[config.mk]
export PLATFORM = sky130hd
export DESIGN_NAME = clic_arbiter_flat
export DESIGN_NICKNAME = d
export VERILOG_FILES = /design/src/rtl/clic_arb_pkg.sv /design/src/rtl/clic_arbiter_if.sv /design/src/rtl/clic_arb_tree.sv /design/src/rtl/clic_arbiter.sv /design/src/flat_wrapper.sv
export SDC_FILE = /design/constraint.sdc
export NUM_CORES = 1
export LEC_CHECK = 0
export CORE_ASPECT_RATIO = 0.5
export CORE_MARGIN = 2
export CORE_UTILIZATION = 27
export CTS_BUF_LIST = sky130_fd_sc_hd__clkbuf_8
export CTS_CLUSTER_SIZE = 40
export DETAILED_ROUTE_END_ITERATION = 12
export GPL_TIMING_DRIVEN = 1
export SLEW_MARGIN = 20
export SYNTH_ARGS = -nofsm -noshare
export SYNTH_HDL_FRONTEND = slang
export SYNTH_SLANG_ARGS = --single-unit
[constraint.sdc]
create_clock -name clk_i -period 14.5 [get_ports clk_i]
set_input_delay 1.45 -clock clk_i [delete_from_list [all_inputs] [get_ports clk_i]]
set_output_delay 1.45 -clock clk_i [all_outputs]
set_load 0.05 [all_outputs]
[src/rtl/clic_arb_pkg.sv]
// Shared types and helpers for the CLIC interrupt arbiter: FSM states,
// candidate record and level derivation from clicintctl/nlbits.
package clic_arb_pkg;

    localparam int unsigned IntCtlW = 8;
    // Wide enough for up to 1024 sources; the top slices it to SRC_W
    localparam int unsigned IdW     = 10;

    typedef enum logic [1:0] {
        ST_IDLE,
        ST_OFFER,
        ST_CLAIM,
        ST_KILL
    } arb_state_e;

    typedef struct packed {
        logic               valid;
        logic [IdW-1:0]     id;
        logic [IntCtlW-1:0] intctl;
        logic [IntCtlW-1:0] level;
        logic               shv;
    } arb_cand_t;

    // Keep the top nlbits bits of intctl and force the rest to 1
    function automatic logic [IntCtlW-1:0] clic_level(input logic [IntCtlW-1:0] intctl,
                                                      input logic [3:0]         nlbits);
        logic [3:0]         nl;
        logic [IntCtlW-1:0] low_mask;
        nl       = (nlbits > 4'd8) ? 4'd8 : nlbits;
        low_mask = 8'hFF >> nl;
        return (intctl & ~low_mask) | low_mask;
    endfunction

    // 'hi' always carries the higher source ids, so it wins ties
    function automatic arb_cand_t arb_pick(input arb_cand_t lo, input arb_cand_t hi);
        arb_cand_t res;
        if (!hi.valid) begin
            res = lo;
        end else if (!lo.valid) begin
            res = hi;
        end else if (hi.intctl >= lo.intctl) begin
            res = hi;
        end else begin
            res = lo;
        end
        return res;
    endfunction

endpackage

[src/rtl/clic_arbiter_if.sv]
// Core-side interrupt offer/claim/kill handshake of the CLIC arbiter.
interface clic_arbiter_if #(
    parameter int unsigned N_SOURCE = 32
);
    localparam int unsigned SRC_W = (N_SOURCE > 1) ? $clog2(N_SOURCE) : 1;

    logic             irq_valid_o;
    logic             irq_ready_i;
    logic [SRC_W-1:0] irq_id_o;
    logic [7:0]       irq_level_o;
    logic             irq_shv_o;
    logic             kill_req_o;
    logic             kill_ack_i;

    modport master (
        output irq_valid_o, irq_id_o, irq_level_o, irq_shv_o, kill_req_o,
        input  irq_ready_i, kill_ack_i
    );

    modport slave (
        input  irq_valid_o, irq_id_o, irq_level_o, irq_shv_o, kill_req_o,
        output irq_ready_i, kill_ack_i
    );

endinterface

[src/rtl/clic_arb_tree.sv]
// Combinational max-intctl compare tree over all sources; ties go to the
// higher id and leaves beyond N_SOURCE are padded as ineligible.
module clic_arb_tree
    import clic_arb_pkg::*;
#(
    parameter int unsigned N_SOURCE   = 32,
    parameter int unsigned INTCTLBITS = 8
) (
    input  logic [N_SOURCE-1:0]        ip_i,
    input  logic [N_SOURCE-1:0]        ie_i,
    input  logic [N_SOURCE-1:0]        shv_i,
    input  logic [N_SOURCE-1:0][7:0]   intctl_i,
    input  logic [3:0]                 nlbits_i,
    input  logic [7:0]                 mintthresh_i,
    output arb_cand_t                  best_o
);

    localparam int unsigned LEAF_W = (N_SOURCE > 1) ? $clog2(N_SOURCE) : 1;
    localparam int unsigned N_LEAF = 1 << LEAF_W;
    localparam int unsigned N_NODE = 2 * N_LEAF - 1;
    // Unimplemented low clicintctl bits read as 1
    localparam logic [7:0]  CTL_PAD = 8'((1 << (8 - INTCTLBITS)) - 1);

    arb_cand_t node [N_NODE];

    // Heap layout: leaves at N_LEAF-1.., children of k at 2k+1 / 2k+2
    always_comb begin
        for (int unsigned i = 0; i < N_NODE; i++) begin
            node[i] = '0;
        end
        for (int unsigned i = 0; i < N_SOURCE; i++) begin
            logic [7:0] ctl;
            logic [7:0] lvl;
            ctl = intctl_i[i] | CTL_PAD;
            lvl = clic_level(ctl, nlbits_i);
            node[N_LEAF-1+i].valid  = ip_i[i] & ie_i[i] & (lvl > mintthresh_i);
            node[N_LEAF-1+i].id     = IdW'(i);
            node[N_LEAF-1+i].intctl = ctl;
            node[N_LEAF-1+i].level  = lvl;
            node[N_LEAF-1+i].shv    = shv_i[i];
        end
        for (int unsigned k = 0; k < N_LEAF - 1; k++) begin
            node[N_LEAF-2-k] = arb_pick(node[2*(N_LEAF-2-k)+1], node[2*(N_LEAF-2-k)+2]);
        end
    end

    assign best_o = node[0];

endmodule

[src/rtl/clic_arbiter.sv]
// CLIC interrupt selection and delivery: registered compare tree feeding an
// offer/claim FSM. Optional stale-offer retraction under CLIC_ARB_KILL_EN.
module clic_arbiter
    import clic_arb_pkg::*;
#(
    parameter int unsigned N_SOURCE   = 32,
    parameter int unsigned INTCTLBITS = 8
) (
    input  logic                      clk_i,
    input  logic                      rst_i,
    input  logic [N_SOURCE-1:0]       ip_i,
    input  logic [N_SOURCE-1:0]       ie_i,
    input  logic [N_SOURCE-1:0]       le_i,
    input  logic [N_SOURCE-1:0]       shv_i,
    input  logic [N_SOURCE-1:0][7:0]  intctl_i,
    input  logic [3:0]                nlbits_i,
    input  logic [7:0]                mintthresh_i,
    clic_arbiter_if.master            irq,
    output logic [N_SOURCE-1:0]       clr_edge_o
);

    localparam int unsigned SRC_W = (N_SOURCE > 1) ? $clog2(N_SOURCE) : 1;

    arb_cand_t           tree_best;
    arb_cand_t           best_q, best_d;
    arb_cand_t           offer_q, offer_d;
    arb_state_e          state_q, state_d;
    logic [1:0]          cnt_q, cnt_d;
    logic [SRC_W-1:0]    offer_id;
    logic [N_SOURCE-1:0] clr_edge;
    logic                kill_cond;

    clic_arb_tree #(
        .N_SOURCE   (N_SOURCE),
        .INTCTLBITS (INTCTLBITS)
    ) u_tree (
        .ip_i         (ip_i),
        .ie_i         (ie_i),
        .shv_i        (shv_i),
        .intctl_i     (intctl_i),
        .nlbits_i     (nlbits_i),
        .mintthresh_i (mintthresh_i),
        .best_o       (tree_best)
    );

    assign offer_id = offer_q.id[SRC_W-1:0];

`ifdef CLIC_ARB_KILL_EN
    // Retract when something better is waiting or the offer went stale
    always_comb begin
        kill_cond = (best_q.valid && (best_q.intctl > offer_q.intctl)) ||
                    !(ip_i[offer_id] && ie_i[offer_id]) ||
                    (offer_q.level <= mintthresh_i);
    end
    assign irq.kill_req_o = (state_q == ST_KILL);
`else
    logic unused_kill_ack;
    assign unused_kill_ack = irq.kill_ack_i;
    assign kill_cond       = 1'b0;
    assign irq.kill_req_o  = 1'b0;
`endif

    always_comb begin
        state_d  = state_q;
        offer_d  = offer_q;
        cnt_d    = cnt_q;
        best_d   = tree_best;
        clr_edge = '0;
        case (state_q)
            ST_IDLE: begin
                if (best_q.valid) begin
                    offer_d = best_q;
                    state_d = ST_OFFER;
                end
            end
            ST_OFFER: begin
                // Claim takes priority over a simultaneous kill condition
                if (irq.irq_ready_i) begin
                    clr_edge[offer_id] = le_i[offer_id] & ~rst_i;
                    cnt_d              = '0;
                    state_d            = ST_CLAIM;
                end else if (kill_cond) begin
                    state_d = ST_KILL;
                end
            end
            ST_CLAIM: begin
                cnt_d = cnt_q + 2'd1;
                if (cnt_q == 2'd1) begin
                    state_d = ST_IDLE;
                end
            end
`ifdef CLIC_ARB_KILL_EN
            ST_KILL: begin
                if (irq.kill_ack_i) begin
                    state_d = ST_IDLE;
                end
            end
`endif
            default: state_d = ST_IDLE;
        endcase
    end

    always_ff @(posedge clk_i) begin
        if (rst_i) begin
            state_q <= ST_IDLE;
            best_q  <= '0;
            offer_q <= '0;
            cnt_q   <= '0;
        end else begin
            state_q <= state_d;
            best_q  <= best_d;
            offer_q <= offer_d;
            cnt_q   <= cnt_d;
        end
    end

    assign irq.irq_valid_o = (state_q == ST_OFFER);
    assign irq.irq_id_o    = offer_id;
    assign irq.irq_level_o = offer_q.level;
    assign irq.irq_shv_o   = offer_q.shv;
    assign clr_edge_o      = clr_edge;

endmodule
[src/flat_wrapper.sv]
// flat-port wrapper written by rule: the top's interface ports become plain ports
module clic_arbiter_flat import clic_arb_pkg::*;
#(
    parameter int unsigned N_SOURCE   = 32,
    parameter int unsigned INTCTLBITS = 8
)
  (clk_i, rst_i, ip_i, ie_i, le_i, shv_i, intctl_i, nlbits_i, mintthresh_i, clr_edge_o, irq_irq_valid_o, irq_irq_id_o, irq_irq_level_o, irq_irq_shv_o, irq_kill_req_o, irq_irq_ready_i, irq_kill_ack_i);
  clic_arbiter_if #(.N_SOURCE(N_SOURCE)) irq_i ();
  input  logic clk_i;
  input  logic rst_i;
  input  logic [N_SOURCE-1:0] ip_i;
  input  logic [N_SOURCE-1:0] ie_i;
  input  logic [N_SOURCE-1:0] le_i;
  input  logic [N_SOURCE-1:0] shv_i;
  input  logic [N_SOURCE-1:0][7:0] intctl_i;
  input  logic [3:0] nlbits_i;
  input  logic [7:0] mintthresh_i;
  output logic [N_SOURCE-1:0] clr_edge_o;
  output wire logic [$bits(irq_i.irq_valid_o)-1:0] irq_irq_valid_o;
  output wire logic [$bits(irq_i.irq_id_o)-1:0] irq_irq_id_o;
  output wire logic [$bits(irq_i.irq_level_o)-1:0] irq_irq_level_o;
  output wire logic [$bits(irq_i.irq_shv_o)-1:0] irq_irq_shv_o;
  output wire logic [$bits(irq_i.kill_req_o)-1:0] irq_kill_req_o;
  input wire logic [$bits(irq_i.irq_ready_i)-1:0] irq_irq_ready_i;
  input wire logic [$bits(irq_i.kill_ack_i)-1:0] irq_kill_ack_i;
  assign irq_irq_valid_o = irq_i.irq_valid_o;
  assign irq_irq_id_o = irq_i.irq_id_o;
  assign irq_irq_level_o = irq_i.irq_level_o;
  assign irq_irq_shv_o = irq_i.irq_shv_o;
  assign irq_kill_req_o = irq_i.kill_req_o;
  assign irq_i.irq_ready_i = irq_irq_ready_i;
  assign irq_i.kill_ack_i = irq_kill_ack_i;
  clic_arbiter #(.N_SOURCE(N_SOURCE), .INTCTLBITS(INTCTLBITS)) u_core (.clk_i(clk_i), .rst_i(rst_i), .ip_i(ip_i), .ie_i(ie_i), .le_i(le_i), .shv_i(shv_i), .intctl_i(intctl_i), .nlbits_i(nlbits_i), .mintthresh_i(mintthresh_i), .irq(irq_i), .clr_edge_o(clr_edge_o));
endmodule
==> out/results.ini <==
[status]
run_status=finished, final reports clean

[synth]
synth_fp_nets=3374
synth_seq_cells=33
synth.yosys.seq_area_share=0.03510
yosysUniqueCellTypes=90
synthesis.instances=2469
synth_ff_type=sky130_fd_sc_hd__dfxtp_1
synthesis.area_mm2=0.01882
synth_edf_count=0
postSynthAreaPerCell_um2=7.622
async_reset_ff_frac=0
ys_warn_count=0

[place]
post-place-ws_ns=0.8957
dpl_cell_area_mm2=0.02459
dp.final_hpwl_um=66130
io_buffer_count=445
gpl.final_weighted_congestion=0.9531

[cts]
clk_pin_slew_worst_paths_ns=0.08
htree_num_levels=2
numCtsBuffers=5
clock_latency_ns=0.29
post_cts_resized=0
clock-root-buffer=sky130_fd_sc_hd__clkbuf_8
cts_hold_buf=0
clock_path_buffers=2
post-cts-setup-buffer-count=0
tritoncts_num_sinks=33
clock_tree_from_tritoncts=built

[worst_setup_path]
critical_path_arrival_ns=13.83
timing_worst_setup_path_type=in2reg
cp_slowest_cell=sky130_fd_sc_hd__nor2_1
timing.critical_path.to_type=register
critical-path-top-delay-family=compound AO/OA/AOI/OAI gates
critical_path.max_fanout=13
required_ns=14.68
critical-path-top-cell-by-count=sky130_fd_sc_hd__a21oi_1
timing.critical_path.slowest_cell_delay_ns=0.96
worst_setup_path_start_kind=input port
critPathBufInv=5

[timing]
worst-slew-pin-transition_ns=1.050
setup-tns-final_ns=0
final_hold_viol_count=0
post-route-min-period_ns=13.66
rsz0062_at_grt=no
fin_ws_ns=0.8440
min_period_over_period=0.9418
final-max-slew-violation-count=0
timing.max_slew.rel_slack=0.2975
post_route_clock_skew_ns=0.01266
setup_viol=0
fmax_mhz=73.23

[floorplanning]
std_cell_rows=68
die-height_um=190.7
die_x_um=377.4
core_region_area_mm2=0.06900
boundaryPins=448
die_area_mm2=0.07196
initial_core_utilization=0.2727

[min_path]
min_path_type=reg2reg

[route]
drt_first_iter_violations=1528
remaining_design_rule_violation_count=0
dr.pass1.iters=5
drt-vias-per-instance=5.259
drt.antenna.violating_nets=0
drt-total-wl_um=79350
vias=20370
avgRoutedWirePerCell_um=20.48

[power]
vdd.ir_drop.worst_mv=0.04878
p_leak_nw=11.49
p_per_area_mw_per_mm2=55.78

[layout]
nFillCells=7229
area_delta_synth_final_pct=31.34
area.sequential_um2=660.6
drive_above_1_share=0.1092
multi_input_comb_area_mm2=0.01691
finish.instance_area_mm2=0.02472
final_nets=3815

[global_routing]
grt_first_pass_wirelength_um=118000
grt_start_max_net_pins=37
antenna_found_initial=17
grt_pass1_vias=20300
grt_use_total=0.2123
grt-ovfl-total=0

[flow_run]
max_cap_viol_count=0

[through the flow]
stage / power [W] / cells / utilization / hold WS [ns]
2_1_floorplan: 0.0008694 / 2469 / - / 0.4174
3_3_place_gp: 0.001260 / 3848 / 0.3563 / 0.4474
3_5_place_dp: 0.001283 / 3848 / 0.3563 / 0.4520
4_1_cts: 0.001359 / 3856 / 0.3576 / 0.4618
5_1_grt: 0.001502 / 3864 / 0.3579 / 0.4799
6_report: 0.001379 / 3874 / 0.3582 / 0.4586
[registers in the layout, indices dropped and copies added (netlist names)]
| signal | flops |
|---|---|
| u_core.best_q | 15 |
| u_core.irq.irq_level_o | 8 |
| u_core.irq.irq_id_o | 5 |
| u_core.cnt_q | 2 |
| u_core.state_q | 2 |
| u_core.irq.irq_shv_o | 1 |
[synthesized netlist by cell type, types with 8 or more instances]
| library cell | number | area [µm²] |
|---|---|---|
| sky130_fd_sc_hd__nor2b_1 | 62 | 387.9 |
| sky130_fd_sc_hd__or3_1 | 12 | 75.07 |
| sky130_fd_sc_hd__buf_2 | 19 | 95.09 |
| sky130_fd_sc_hd__a211oi_1 | 44 | 330.3 |
| sky130_fd_sc_hd__ha_1 | 505 | 6319 |
| sky130_fd_sc_hd__inv_1 | 241 | 904.6 |
| sky130_fd_sc_hd__or2_2 | 115 | 719.4 |
| sky130_fd_sc_hd__o21a_1 | 22 | 165.2 |
| sky130_fd_sc_hd__dfxtp_1 | 33 | 660.6 |
| sky130_fd_sc_hd__mux2i_1 | 126 | 1261 |
| sky130_fd_sc_hd__clkbuf_1 | 40 | 150.1 |
| sky130_fd_sc_hd__o21ai_0 | 114 | 570.6 |
| sky130_fd_sc_hd__nand2_1 | 222 | 833.3 |
| sky130_fd_sc_hd__and4_1 | 15 | 131.4 |
| sky130_fd_sc_hd__nand3_1 | 25 | 125.1 |
| sky130_fd_sc_hd__a21o_1 | 50 | 375.4 |
| sky130_fd_sc_hd__o211a_1 | 16 | 160.2 |
| sky130_fd_sc_hd__a21oi_1 | 214 | 1071 |
| sky130_fd_sc_hd__mux2_2 | 72 | 810.8 |
| sky130_fd_sc_hd__o211ai_1 | 42 | 315.3 |
| sky130_fd_sc_hd__o31ai_1 | 9 | 67.56 |
| sky130_fd_sc_hd__nand2b_1 | 48 | 300.3 |
| sky130_fd_sc_hd__nand4_1 | 64 | 400.4 |
| sky130_fd_sc_hd__nor4_1 | 8 | 50.05 |
| sky130_fd_sc_hd__nor3_1 | 36 | 180.2 |
| sky130_fd_sc_hd__a21boi_0 | 8 | 60.06 |
| sky130_fd_sc_hd__nor2_1 | 112 | 420.4 |
| sky130_fd_sc_hd__mux4_2 | 8 | 180.2 |
[metal layers]
| layer | up-vias | wire length (µm) | global-route usage |
|---|---|---|---|
| met5 | - | 29 | 0 |
| met4 | 6 | 2996 | 0.08692 |
| met3 | 190 | 3755 | 0.02165 |
| met2 | 629 | 41350 | 0.4024 |
| met1 | 9565 | 31220 | 0.2423 |
| li1 | 9983 | - | - |
[worst register-to-register path: cells and delay by family (launching register included)]
kind	cells	cell delay, ns
flip-flops	1	0.36
AO/OA/AOI/OAI	1	0.15
AND/OR/NAND/NOR	3	0.82
[cell usage in the layout (no fill, tap or decap), types with 12 or more instances in the layout]
cell and count:
sky130_fd_sc_hd__ha_1 505, sky130_fd_sc_hd__clkdlybuf4s50_1 443, sky130_fd_sc_hd__inv_1 239, sky130_fd_sc_hd__nand2_1 222, sky130_fd_sc_hd__a21oi_1 212, sky130_fd_sc_hd__mux2i_1 126, sky130_fd_sc_hd__or2_2 115, sky130_fd_sc_hd__o21ai_0 112
sky130_fd_sc_hd__nor2_1 111, sky130_fd_sc_hd__mux2_2 72, sky130_fd_sc_hd__nand4_1 64, sky130_fd_sc_hd__nor2b_1 62, sky130_fd_sc_hd__buf_4 60, sky130_fd_sc_hd__a21o_1 50, sky130_fd_sc_hd__nand2b_1 48, sky130_fd_sc_hd__a211oi_1 44
sky130_fd_sc_hd__o211ai_1 42, sky130_fd_sc_hd__nor3_1 35, sky130_fd_sc_hd__dfxtp_1 33, sky130_fd_sc_hd__nand3_1 25, sky130_fd_sc_hd__o21a_1 22, sky130_fd_sc_hd__diode_2 18, sky130_fd_sc_hd__o211a_1 16, sky130_fd_sc_hd__and4_1 15
sky130_fd_sc_hd__or3_1 12
[cells by family after synthesis]
family	synth area share
AO/OA/AOI/OAI	0.2210
adder cells (fa/ha/maj)	0.3357
buffers and inverters	0.06788
flip-flops	0.03510
multiplexers	0.1264
other	0.0001993
AND/OR/NAND/NOR	0.2137
[final timing paths]
check	startpoint	endpoint	slack, ns	cells past startpoint
worst max-delay path	nlbits_i[1]	u_core.best_q[18]	0.84	48
worst min-delay path	u_core.irq.irq_shv_o	u_core.irq.irq_shv_o	0.46	2
worst max register to register	u_core.state_q[0]	u_core.irq.irq_id_o[0]	13.11	4
worst min register to register	u_core.irq.irq_shv_o	u_core.irq.irq_shv_o	0.46	2
[report_power, final]
| group | internal (W) | total (W) | switching (W) |
|---|---|---|---|
| sequential | 0.000114 | 0.000136 | 0.0000218 |
| combinational | 0.000509 | 0.00117 | 0.000663 |
| clock | 0.0000331 | 0.0000700 | 0.0000369 |
| total | 0.000657 | 0.00138 | 0.000722 |
[cell type report]
cell class / count / area share
multi-input cells: 2118 / 0.6839
repair buffers: 506 / 0.1988
well taps: 945 / 0.04784
inverters: 246 / 0.03736
flip-flops and latches: 33 / 0.02673
clock buffers: 5 / 0.002784
diodes: 18 / 0.001822
clock inverters: 3 / 0.0007087
(Power assumes the default switching activity.)
